$ cat config.mk
export PLATFORM = sky130hd
export DESIGN_NAME = mem_burst_reader
export DESIGN_NICKNAME = d
export VERILOG_FILES = /design/src/rtl/mem_burst_reader.sv
export SDC_FILE = /design/constraint.sdc
export NUM_CORES = 1
export LEC_CHECK = 0
export BUFFER_PORTS_ARGS = -buffer_cell sky130_fd_sc_hd__buf_2
export CAP_MARGIN = 20
export CORE_MARGIN = 2
export CORE_UTILIZATION = 30
export DETAILED_ROUTE_END_ITERATION = 6
export GPL_ROUTABILITY_DRIVEN = 0
export GPL_TIMING_DRIVEN = 0
export SYNTH_ARGS = -nofsm -noshare
export SYNTH_HDL_FRONTEND = slang
export SYNTH_SLANG_ARGS = --single-unit
$ cat constraint.sdc
create_clock -name clk -period 2.4 [get_ports clk]
set_input_delay 0.12 -clock clk [delete_from_list [all_inputs] [get_ports clk]]
set_output_delay 0.12 -clock clk [all_outputs]
set_load 0.02 [all_outputs]
$ cat src/rtl/mem_burst_reader.sv
// Burst read sequencer: register-file read port to a registered valid/ready word stream.
// Optional MEM_BURST_READER_WRAP_EN: address wraps at Depth instead of truncating the burst.
module mem_burst_reader #(
    parameter int BitWidth = 8,
    parameter int Depth    = 16,
    parameter int MaxLen   = 16,
    localparam int AddrW   = $clog2(Depth),
    localparam int LenW    = $clog2(MaxLen + 1)
) (
    input  logic                clk,
    input  logic                rst,
    input  logic                clk_en,
    input  logic                req_valid,
    output logic                req_ready,
    input  logic [AddrW-1:0]    req_addr,
    input  logic [LenW-1:0]     req_len,
    output logic                mem_rEn,
    output logic [AddrW-1:0]    mem_rAddr,
    input  logic [BitWidth-1:0] mem_dOUT,
    output logic                out_valid,
    input  logic                out_ready,
    output logic [BitWidth-1:0] out_data,
    output logic                out_last,
    output logic                busy,
    output logic                err
);

    localparam int CW = ((LenW > AddrW) ? LenW : AddrW) + 2;

    typedef enum logic {IDLE, READ} state_t;

    state_t              state_q, state_d;
    logic [AddrW-1:0]    cur_addr_q, cur_addr_d;
    logic [LenW-1:0]     rem_q, rem_d;
    logic                out_valid_q, out_valid_d;
    logic                out_last_q, out_last_d;
    logic [BitWidth-1:0] out_data_q, out_data_d;
    logic                err_q, err_d;

    logic             accept, load, over_len, bad_req;
    logic [LenW-1:0]  len_clamp, eff_len;
    logic [AddrW-1:0] next_addr;
`ifndef MEM_BURST_READER_WRAP_EN
    logic [CW-1:0]    avail;
`endif

    always_comb begin
        over_len  = req_len > LenW'(MaxLen);
        len_clamp = over_len ? LenW'(MaxLen) : req_len;
        eff_len   = len_clamp;
        bad_req   = over_len;
`ifdef MEM_BURST_READER_WRAP_EN
        next_addr = (cur_addr_q == AddrW'(Depth - 1)) ? '0 : cur_addr_q + 1'b1;
`else
        next_addr = cur_addr_q + 1'b1;
        avail     = CW'(Depth) - CW'(req_addr);
        // Start beyond the array yields an empty burst; otherwise cut at the top word.
        if (CW'(req_addr) >= CW'(Depth)) begin
            eff_len = '0;
            bad_req = 1'b1;
        end else if (CW'(len_clamp) > avail) begin
            eff_len = LenW'(avail);
            bad_req = 1'b1;
        end
`endif
    end

    always_comb begin
        state_d     = state_q;
        cur_addr_d  = cur_addr_q;
        rem_d       = rem_q;
        out_valid_d = out_valid_q;
        out_last_d  = out_last_q;
        out_data_d  = out_data_q;
        err_d       = err_q;

        accept = clk_en & req_valid & (state_q == IDLE);
        load   = clk_en & (state_q == READ) & (~out_valid_q | out_ready);

        if (clk_en) err_d = 1'b0;

        if (accept) begin
            cur_addr_d = req_addr;
            rem_d      = eff_len;
            err_d      = bad_req;
            state_d    = (eff_len != '0) ? READ : IDLE;
        end

        if (load) begin
            out_data_d  = mem_dOUT;
            out_valid_d = 1'b1;
            out_last_d  = (rem_q == LenW'(1));
            cur_addr_d  = next_addr;
            rem_d       = rem_q - 1'b1;
            if (rem_q == LenW'(1)) state_d = IDLE;
        end else if (clk_en & out_valid_q & out_ready) begin
            out_valid_d = 1'b0;
            out_last_d  = 1'b0;
        end
    end

    always_ff @(posedge clk) begin
        if (rst) begin
            state_q     <= IDLE;
            cur_addr_q  <= '0;
            rem_q       <= '0;
            out_valid_q <= 1'b0;
            out_last_q  <= 1'b0;
            out_data_q  <= '0;
            err_q       <= 1'b0;
        end else begin
            state_q     <= state_d;
            cur_addr_q  <= cur_addr_d;
            rem_q       <= rem_d;
            out_valid_q <= out_valid_d;
            out_last_q  <= out_last_d;
            out_data_q  <= out_data_d;
            err_q       <= err_d;
        end
    end

    assign req_ready = (state_q == IDLE);
    assign mem_rEn   = (state_q == READ);
    assign mem_rAddr = cur_addr_q;
    assign out_valid = out_valid_q;
    assign out_last  = out_last_q;
    assign out_data  = out_data_q;
    assign busy      = (state_q != IDLE) | out_valid_q;
    assign err       = err_q;

endmodule

==> impl_metrics.env <==
export IMPL_n_antenna_cell=0
export IMPL_rsz0062_at_grt="no"
export IMPL_final_util=0.391
export IMPL_cts_buffer_depth=2
export IMPL_hp_class="input port to register"
export IMPL_synth_cell_types=40
export IMPL_cts_htree_levels=1
export IMPL_fill_cells=433
export IMPL_grt_pass1_vias=1095
export IMPL_seqPwrFrac=0.465
export IMPL_root_buffer="clkbuf_8"
export IMPL_p_total_uw=835
export IMPL_period_minus_slack_ps=1970
export IMPL_yosysTopAreaCell="dfxtp_1"
export IMPL_synth_seq_cells=21
export IMPL_hold_worst_slack_ps=87.1
export IMPL_drt_iter0_markers=29
export IMPL_tightest_slew_ps=464
export IMPL_wl_per_cell_um=12.0
export IMPL_ant_nets=0
export IMPL_grt_ovfl_total=0
export IMPL_via_per_inst=4.83
export IMPL_p_int_uw=575
export IMPL_start_util=0.316
export IMPL_power_density_nw_per_um2=523
export IMPL_fin_area_um2=1600
export IMPL_dp_hpwl_um=2400
export IMPL_cp_data_required_time_ps=2590
export IMPL_drive_above_1_share=0.277
export IMPL_synth_area_leaders="dfxtp_1, ha_1, nand2_1, a21oi_1, o22ai_1"
export IMPL_worstSetupEndpointType="register"
export IMPL_synthesis_nets=190
export IMPL_vdd_ir_drop_max_uv=181
export IMPL_setup_viol=0
export IMPL_final_setup_tns_ps=0
export IMPL_netlist_area_um2=1290
export IMPL_synth_area_per_cell_um2=8.13
export IMPL_p_clk_frac=0.282
export IMPL_die_w_um=69.6
export IMPL_dr_pass1_iters=4
export IMPL_areaGrowthSynthToFinish_pct=23.5
export IMPL_path_clk_slew_ps=80
export IMPL_placed_area_um2=1550
export IMPL_grt_pass1_wl_um=5090
export IMPL_cts_setup_buffers=0
export IMPL_synth_top_area_share=0.325
export IMPL_io_buffers=39
export IMPL_cap_violations=0
export IMPL_ys_flop_type="dfxtp_1"
export IMPL_relSlewSlack=0.686
export IMPL_ioPinCount=40
export IMPL_clock_sinks=21
export IMPL_ys_warn_count=0
export IMPL_cts_resized_gates=0
export IMPL_leakage_uw=0.000706
export IMPL_cts_buffers=3
export IMPL_min_period_over_period=0.822
export IMPL_cts_tree="built"
export IMPL_dieArea_um2=4850
export IMPL_clk_latency_ps=260
export IMPL_dieHeight_um=69.6
export IMPL_grt_start_max_net_pins=13
export IMPL_synth_edf_count=0
export IMPL_comb_power_share=0.254
export IMPL_crit_arrival_ps=2160
export IMPL_cp_start_kind="input port"
export IMPL_ys_seq_area_frac=0.325
export IMPL_critPathMaxFanout=6
export IMPL_finalHoldViolations=0
export IMPL_clock_fmax_mhz=507
export IMPL_postSynth_asyncResetShare=0
export IMPL_worstSetupPathType="input port to register"
export IMPL_synth_cells=159
export IMPL_ctsHoldBuffers=0
export IMPL_nets=234
export IMPL_switching_share=0.311
export IMPL_core_area_um2=4090
export IMPL_fin_worst_skew_ps=2.99
export IMPL_vias=1217
export IMPL_drt_total_wl_um=3020
export IMPL_drc_errors=0
export IMPL_grt_usage=0.127
export IMPL_switchingPower_uw=260
export IMPL_status="finished clean"
export IMPL_maxSlewViolCount=0
export IMPL_row_count=23
export IMPL_antenna_found_initial=0
## metal layers
metal | GRT usage | part of all wire | vias to the layer above
met5 | 0 | 0 | -
met4 | 0.0577 | 0.019 | 0
met3 | 0.0160 | 0.044 | 5
met2 | 0.197 | 0.43 | 26
met1 | 0.177 | 0.51 | 546
li1 | - | - | 640
## registers in the layout, summed over array words and instances (netlist names)
register,count
mem_rAddr,4
out_last,1
err,1
rem_q,5
mem_rEn,1
out_data,8
out_valid,1
## final cells by class
cell class / instances / area, µm² / area share
repair buffers: 39 / 195 / 0.122
flip-flops and latches: 21 / 420 / 0.263
well taps: 50 / 62.6 / 0.0392
plain buffers: 7 / 42.5 / 0.0266
inverters: 9 / 33.8 / 0.0212
clock buffers: 3 / 41.3 / 0.0259
multi-input cells: 122 / 796 / 0.498
clock inverters: 1 / 5.00 / 0.00313
## cell usage after synthesis, drive strengths merged (2+ instances only)
| cell | instances |
|---|---|
| dfxtp | 21 |
| xor2 | 3 |
| nand3b | 2 |
| nand2b | 4 |
| o22ai | 6 |
| ha | 9 |
| buf | 3 |
| a21oi | 19 |
| mux2 | 5 |
| nor2 | 9 |
| nand3 | 4 |
| or2 | 3 |
| nor2b | 3 |
| mux2i | 2 |
| a31oi | 2 |
| a22oi | 2 |
| inv | 9 |
| nand2 | 28 |
| o21ai | 7 |
| clkbuf | 4 |
| nor3 | 2 |
## cell families after synthesis
family                   count (synthesis)  synth area share
adder cells (fa/ha/maj)                  9            0.0871
XOR/XNOR                                 3            0.0203
multiplexers                             7            0.0590
flip-flops                              21             0.325
buffers and inverters                   16            0.0590
AO/OA/AOI/OAI                           41             0.204
AND/OR/NAND/NOR                         62             0.245
## layout by cell type (no fill, tap or decap), drive strengths merged, types with 2 or more instances in the layout
cell	instances
nor3	2
inv	9
buf	42
nand2b	4
a22oi	2
o21ai	7
nand3	4
nand2	28
xor2	3
nand3b	2
or2	3
mux2i	2
ha	9
o22ai	6
a31oi	2
clkbuf	7
a21oi	19
mux2	5
nor2b	3
dfxtp	21
nor2	9
## worst paths after layout
kind / start / to / slack (ps) / depth (start not counted)
worst max-delay path: req_addr[0] / rem_q[2]$_SDFFE_PP0P_ / 430 / 10
worst min-delay path: mem_dOUT[7] / out_data[7]$_SDFFE_PP0P_ / 90 / 3
worst max register to register: out_valid$_SDFFE_PP0P_ / rem_q[3]$_SDFFE_PP0P_ / 810 / 6
worst min register to register: out_data[7]$_SDFFE_PP0P_ / out_data[7]$_SDFFE_PP0P_ / 460 / 2
## worst max-delay path, cell delays in order
cell	delay (ps)
buf_2	120
inv_1	70
ha_1	240
xor2_1	170
ha_1	280
and3_1	230
o21ai_2	110
a32oi_4	290
mux2_1	390
o22ai_1	120
## power groups by stage
stage,clock network [µW],logic (µW),registers (µW)
final,235,212,388
after global routing,257,238,392
after CTS,240,213,388
after detailed placement,0,212,397
after global placement,0,211,396
after floorplan,0,130,409
## through the flow
step,instances,worst slack [ps]
CTS,252,431
global route,252,282
global placement,248,174
floorplan,159,483
finish,252,427
detailed placement,248,171
No activity file was read; power rests on OpenSTA's default activity.
